==> config.mk <==
export PLATFORM = sky130hd
export DESIGN_NAME = bt_note_decoder
export DESIGN_NICKNAME = d
export VERILOG_FILES = /design/src/rtl/piano_pkg.sv /design/src/rtl/bt_byte_strobe.sv /design/src/rtl/bt_note_decoder.sv
export SDC_FILE = /design/constraint.sdc
export NUM_CORES = 1
export LEC_CHECK = 0
export CAP_MARGIN = 20
export CORE_MARGIN = 5
export CORE_UTILIZATION = 53
export CTS_CLUSTER_DIAMETER = 120
export CTS_CLUSTER_SIZE = 16
export DETAILED_ROUTE_END_ITERATION = 6
export DONT_BUFFER_PORTS = 1
export HOLD_SLACK_MARGIN = 0.05
export PLACE_DENSITY = 0.78
export SYNTH_ARGS = -nofsm -noshare
export SYNTH_HDL_FRONTEND = slang
export SYNTH_SLANG_ARGS = --single-unit
==> constraint.sdc <==
create_clock -name iClk -period 4.7 [get_ports iClk]
set_clock_uncertainty 0.2 [all_clocks]
set_input_delay 0.705 -clock iClk [delete_from_list [all_inputs] [get_ports iClk]]
set_output_delay 0.705 -clock iClk [all_outputs]
set_load 0.05 [all_outputs]
==> src/rtl/piano_pkg.sv <==
// Shared constants and types for the Bluetooth piano command path.
// ASCII command bytes, octave/note types and the decoder FSM states.
package piano_pkg;

    localparam logic [7:0] NOTE_FIRST = 8'h31;
    localparam logic [7:0] NOTE_LAST  = 8'h37;
    localparam logic [7:0] STOP       = 8'h30;
    localparam logic [7:0] OCT_L_UC   = 8'h4C;
    localparam logic [7:0] OCT_L_LC   = 8'h6C;
    localparam logic [7:0] OCT_M_UC   = 8'h4D;
    localparam logic [7:0] OCT_M_LC   = 8'h6D;
    localparam logic [7:0] OCT_H_UC   = 8'h48;
    localparam logic [7:0] OCT_H_LC   = 8'h68;
    localparam logic [7:0] CR         = 8'h0D;
    localparam logic [7:0] LF         = 8'h0A;

    localparam int NOTES_PER_OCTAVE = 7;

    typedef enum logic [1:0] {
        OCT_LOW  = 2'd0,
        OCT_MID  = 2'd1,
        OCT_HIGH = 2'd2
    } octave_e;

    typedef logic [4:0] note_t;

    typedef enum logic [1:0] {
        ST_IDLE,
        ST_CAPTURE,
        ST_DECODE,
        ST_HOLD
    } state_e;

    // Note digits '1'..'7' carry their index in the low three bits.
    function automatic note_t note_code(input logic [1:0] oct, input logic [7:0] b);
        return note_t'(oct) * note_t'(NOTES_PER_OCTAVE) + note_t'(b[2:0]);
    endfunction

endpackage

==> src/rtl/bt_byte_strobe.sv <==
// Detects byte completion on the falling edge of the UART busy flag and
// captures the byte, presenting it with a one-cycle valid the following cycle.
module bt_byte_strobe (
    input  logic       clk_i,
    input  logic       rst_i,
    input  logic [7:0] data_i,
    input  logic       state_i,
    output logic       strobe_o,
    output logic [7:0] byte_o,
    output logic       vld_o
);

    logic       state_q;
    logic       vld_q;
    logic [7:0] byte_q;

    // History resets low so a flag that is already low never strobes.
    assign strobe_o = state_q & ~state_i;
    assign byte_o   = byte_q;
    assign vld_o    = vld_q;

    always_ff @(posedge clk_i) begin
        if (rst_i) begin
            state_q <= 1'b0;
            vld_q   <= 1'b0;
            byte_q  <= 8'h00;
        end else begin
            state_q <= state_i;
            vld_q   <= strobe_o;
            if (strobe_o) byte_q <= data_i;
        end
    end

endmodule

==> src/rtl/bt_note_decoder.sv <==
// Decodes UART command bytes into a held piano note code plus octave.
// Optional BT_ERRCNT_EN adds a saturating 8-bit count of rejected bytes.
module bt_note_decoder
    import piano_pkg::*;
#(
    parameter int HOLD_CYCLES    = 50_000_000,
    parameter int DEFAULT_OCTAVE = 1
) (
    input  logic       iClk,
    input  logic       iRst,
    input  logic [7:0] iData,
    input  logic       iState,
    output logic [4:0] oNote,
    output logic       oNoteValid,
    output logic [1:0] oOctave,
`ifdef BT_ERRCNT_EN
    output logic [7:0] oErrCnt,
`endif
    output logic       oErr
);

    localparam int TW = $clog2(HOLD_CYCLES);
    localparam logic [TW-1:0] TMR_LOAD = TW'(HOLD_CYCLES - 1);

    logic          strobe, byte_vld, decode_en;
    logic [7:0]    byte_q;
    state_e        state_q, state_d;
    note_t         note_q, note_d;
    logic          vld_q, vld_d, err_q, err_d;
    logic [1:0]    oct_q, oct_d;
    logic [TW-1:0] timer_q, timer_d;
    logic          is_note, is_stop;

    bt_byte_strobe u_strobe (
        .clk_i    (iClk),
        .rst_i    (iRst),
        .data_i   (iData),
        .state_i  (iState),
        .strobe_o (strobe),
        .byte_o   (byte_q),
        .vld_o    (byte_vld)
    );

    always_ff @(posedge iClk) begin
        if (iRst) state_q <= ST_IDLE;
        else      state_q <= state_d;
    end

    always_comb begin
        state_d = state_q;
        case (state_q)
            ST_IDLE:    if (strobe) state_d = ST_CAPTURE;
            ST_CAPTURE: state_d = ST_DECODE;
            ST_DECODE:  state_d = vld_d ? ST_HOLD : ST_IDLE;
            ST_HOLD: begin
                if (strobe)      state_d = ST_CAPTURE;
                else if (!vld_d) state_d = ST_IDLE;
            end
            default:    state_d = ST_IDLE;
        endcase
    end

    always_comb begin
        decode_en = (state_q == ST_CAPTURE) && byte_vld;
    end

    always_comb begin
        is_note = 1'b0;
        is_stop = 1'b0;
        err_d   = 1'b0;
        oct_d   = oct_q;
        if (decode_en) begin
            if (byte_q >= NOTE_FIRST && byte_q <= NOTE_LAST) begin
                is_note = 1'b1;
            end else begin
                case (byte_q)
                    STOP:               is_stop = 1'b1;
                    OCT_L_UC, OCT_L_LC: oct_d   = OCT_LOW;
                    OCT_M_UC, OCT_M_LC: oct_d   = OCT_MID;
                    OCT_H_UC, OCT_H_LC: oct_d   = OCT_HIGH;
                    CR, LF:             ;
                    default:            err_d   = 1'b1;
                endcase
            end
        end
    end

    // A note decoded in the expiry cycle takes priority, so no silent gap.
    always_comb begin
        note_d  = note_q;
        vld_d   = vld_q;
        timer_d = (timer_q != '0) ? timer_q - TW'(1) : '0;
        if (is_note) begin
            note_d  = note_code(oct_q, byte_q);
            vld_d   = 1'b1;
            timer_d = TMR_LOAD;
        end else if (is_stop || (vld_q && timer_q == '0)) begin
            note_d  = '0;
            vld_d   = 1'b0;
            timer_d = '0;
        end
    end

    always_ff @(posedge iClk) begin
        if (iRst) begin
            note_q  <= '0;
            vld_q   <= 1'b0;
            err_q   <= 1'b0;
            oct_q   <= 2'(DEFAULT_OCTAVE);
            timer_q <= '0;
        end else begin
            note_q  <= note_d;
            vld_q   <= vld_d;
            err_q   <= err_d;
            oct_q   <= oct_d;
            timer_q <= timer_d;
        end
    end

`ifdef BT_ERRCNT_EN
    logic [7:0] errcnt_q;

    always_ff @(posedge iClk) begin
        if (iRst)                               errcnt_q <= 8'd0;
        else if (err_d && errcnt_q != 8'd255)   errcnt_q <= errcnt_q + 8'd1;
    end

    assign oErrCnt = errcnt_q;
`endif

    assign oNote      = note_q;
    assign oNoteValid = vld_q;
    assign oOctave    = oct_q;
    assign oErr       = err_q;

endmodule
==> impl_metrics.py <==
metrics = {
    "outcome": {
        "outcome": "finished, final reports clean",
    },
    "synth": {
        "yosysSeqAreaShare_pct": 40.6,
        "synthTopCellsByCount": "47 x dfxtp_1, 25 x nand2_1, 16 x a21oi_1",
        "synth_fp_nets": 266,
        "synth-main-ff-cell": "dfxtp_1",
        "netlist_area_um2": 2320,
        "netlist_instances": 246,
        "synthTopCellsByArea": "dfxtp_1 41%, nand2_1 4.0%, xor2_1 3.8%",
        "synth.most_common_cell": "dfxtp_1",
        "synth_edf_count": 0,
        "ys_warn_count": 0,
        "synth.avg_cell_area_um2": 9.43,
        "synth_cell_types": 52,
        "synth_area_leader_cell": "dfxtp_1",
        "synth_seq_cells": 47,
        "synth_top_area_share_pct": 40.6,
        "synth-async-reset-ratio_pct": 0,
    },
    "route": {
        "initialDrtViolationCount": 119,
        "first_pass_iters": 4,
        "drt-total-wl_um": 4280,
        "viasPerCell": 5.94,
        "wl_per_cell_um": 14.4,
        "drc": 0,
        "via_count": 1769,
        "ant_nets": 0,
    },
    "die": {
        "rows": 24,
        "die_h_um": 76.2,
        "chipWidth_um": 76.2,
        "ioPinCount": 20,
        "start_util_pct": 54.0,
        "die-area_um2": 5800,
        "coreArea_um2": 4290,
    },
    "sta": {
        "setup_viol": 0,
        "worst_pin_slew_ns": 0.742,
        "slew_viol_final": 0,
        "fin_crit_sh_pct": 55.5,
        "final_hold_viol_count": 0,
        "final.setup.tns_ns": 0,
        "period_needed_ns": 2.61,
        "slew_headroom_pct": 50.1,
        "timing.fmax_ghz": 0.383,
        "rsz0062_at_grt": "no",
    },
    "cts": {
        "clock-root-buffer": "clkbuf_8",
        "cts_resized": 0,
        "insertion_delay_ns": 0.30,
        "h-tree-depth": 2,
        "clock_path_buffers": 2,
        "clock-sinks": 47,
        "cts_tree": "yes",
        "post-cts-setup-buffers": 0,
        "postCtsHoldBufs": 0,
        "cts_inserted_buffers": 5,
        "clk_pin_slew_worst_paths_ns": 0.08,
    },
    "global_routing": {
        "grt_pass1_vias": 1714,
        "overflow": 0,
        "grt_pass1_wl_um": 7620,
        "grt_use_total_pct": 15.4,
        "grt_antenna_before_repair": 0,
        "grt_max_degree": 32,
    },
    "power_and_ir_drop": {
        "p_leak_uw": 0.000909,
        "combPwrFrac_pct": 47.7,
        "switching_share_pct": 44.4,
        "clockPowerShare_pct": 13.7,
        "p_total_uw": 1670,
        "p_int_uw": 928,
        "p_seq_share_pct": 38.6,
        "ir_worst_vdd_v": 0.000429,
        "p_per_area_nw_per_um2": 686,
        "switchingPower_uw": 741,
    },
    "critical_path": {
        "worst-path-buf-inv": 0,
        "cpLargestDelayFamily": "simple AND/OR/NAND/NOR gates",
        "cpMaxStageDelayCell": "nor4_4",
        "crit_path_start_kind": "flip-flop",
        "cp.required_ns": 4.65,
        "cp_max_fo": 18,
        "crit_chain": "nor4_4, nand4_4, o21ai_2, a22oi_1",
        "r2r_start": "timer_q[6]$_SDFF_PP0_",
        "crit_path_end_kind": "flip-flop",
        "crit_type": "flip-flop to flip-flop",
        "timing.rr.end": "timer_q[21]$_SDFF_PP0_",
        "critPathMaxStageDelay_ns": 0.71,
        "worst_ep_arrival_time_ns": 2.56,
        "r2r_slack_ns": 2.09,
        "ff2ff_path_depth": 4,
    },
    "worst_hold_path": {
        "hold_depth": 1,
        "hp-start": "iRst",
        "hold_class": "input port to flip-flop",
        "min_to": "u_strobe.byte_o[2]$_SDFFE_PP0P_",
    },
    "layout": {
        "regArea_um2": 941,
        "multi_input_area_um2": 1290,
        "n_antenna_cell": 0,
        "nNetsFinal": 265,
        "num-fill-cells": 378,
        "syn_to_final_growth_pct": 4.85,
        "drive_gt1_share_pct": 7.72,
    },
    "placed_design": {
        "io_buffers": 0,
        "post-dp-hpwl_um": 3120,
        "routabilityCongestion": 0.775,
    },
    "flow_run": {
        "maxCapViolations": 0,
    },
}
## worst max-delay path by stage
stage                                  from  depth (start not counted)                      to
floorplan           oOctave[1]$_SDFFE_PP0P_                          5   oNote[2]$_SDFFE_PP0P_
global placement      timer_q[6]$_SDFF_PP0_                          4  timer_q[19]$_SDFF_PP0_
detailed placement    timer_q[6]$_SDFF_PP0_                          4  timer_q[25]$_SDFF_PP0_
CTS                   timer_q[6]$_SDFF_PP0_                          4  timer_q[25]$_SDFF_PP0_
global route          timer_q[6]$_SDFF_PP0_                          4  timer_q[12]$_SDFF_PP0_
finish                timer_q[6]$_SDFF_PP0_                          4  timer_q[21]$_SDFF_PP0_
## area by class of cell
cell class / count / area share [%]
Timing Repair Buffer: 1 / 0.309
Clock inverter: 1 / 0.206
Tap cell: 52 / 2.67
Sequential cell: 47 / 38.7
Clock buffer: 7 / 3.14
Inverter: 12 / 1.85
Multi-Input combinational cell: 178 / 53.1
## worst reg2reg max path, delay by kind of cell (launching register included)
kind               cells  cell delay (ns)
and+or+nand+nor        2             1.01
AOI/OAI and AO/OA      2             0.89
DFF                    1             0.36
## logic make-up after synthesis
group / count (synthesis) / synth area share (%)
AOI/OAI and AO/OA: 73 / 22.4
xor gates and xnor gates: 13 / 4.91
adders and majority gates: 9 / 5.83
buffers and inverters: 21 / 3.72
DFF: 47 / 40.6
and+or+nand+nor: 83 / 22.6
## power groups by stage
stage	clock network, uW	logic (uW)	registers, uW
after detailed placement	0	788	651
after global routing	255	898	663
after floorplan	0	677	617
final	229	796	644
after CTS	235	791	643
after global placement	0	771	645
## routing by layer
metal	up-vias	track usage [%]	share of wire (%)
met5	-	0	0
met4	0	5.24	1.2
met3	6	3.55	4.0
met2	28	24.7	46
met1	835	20.3	49
li1	900	-	-
## metrics by stage
stage                     area [um^2]  hold WS (ns)  utilization, %  cells  setup slack (ns)
after global placement           2350         0.255            54.7    290              2.20
after global routing             2430         0.252            56.6    298              1.91
after floorplan                  2320         0.244               -    246              2.42
after CTS                        2430         0.266            56.6    298              2.12
after detailed placement         2350         0.263            54.7    290              2.12
final                            2430         0.272            56.6    298              2.09
## placed cells by master, fill, tap and decap left out, types with 3 or more instances in the layout
master / count
fa_1: 3
a21oi_1: 16
o21ai_0: 13
nand2b_1: 3
o31a_1: 6
inv_1: 12
nor3_1: 3
dfxtp_1: 47
nand2_1: 25
a22oi_1: 6
nor2b_1: 4
o2bb2ai_1: 3
ha_1: 6
nand4_1: 4
nor2_1: 15
nand3_1: 5
nor4_4: 4
clkbuf_8: 5
o41ai_1: 3
nand4b_1: 3
o31ai_1: 4
xnor2_1: 3
o21ai_1: 5
xor2_1: 10
## registers in the layout, indices dropped and copies added (netlist names)
register          cells
oErr                  1
state_q               2
oNoteValid            1
u_strobe.state_q      1
u_strobe.vld_o        1
oOctave               2
u_strobe.byte_o       8
timer_q              26
oNote                 5
Note: power is estimated with default switching activity, not from simulation.
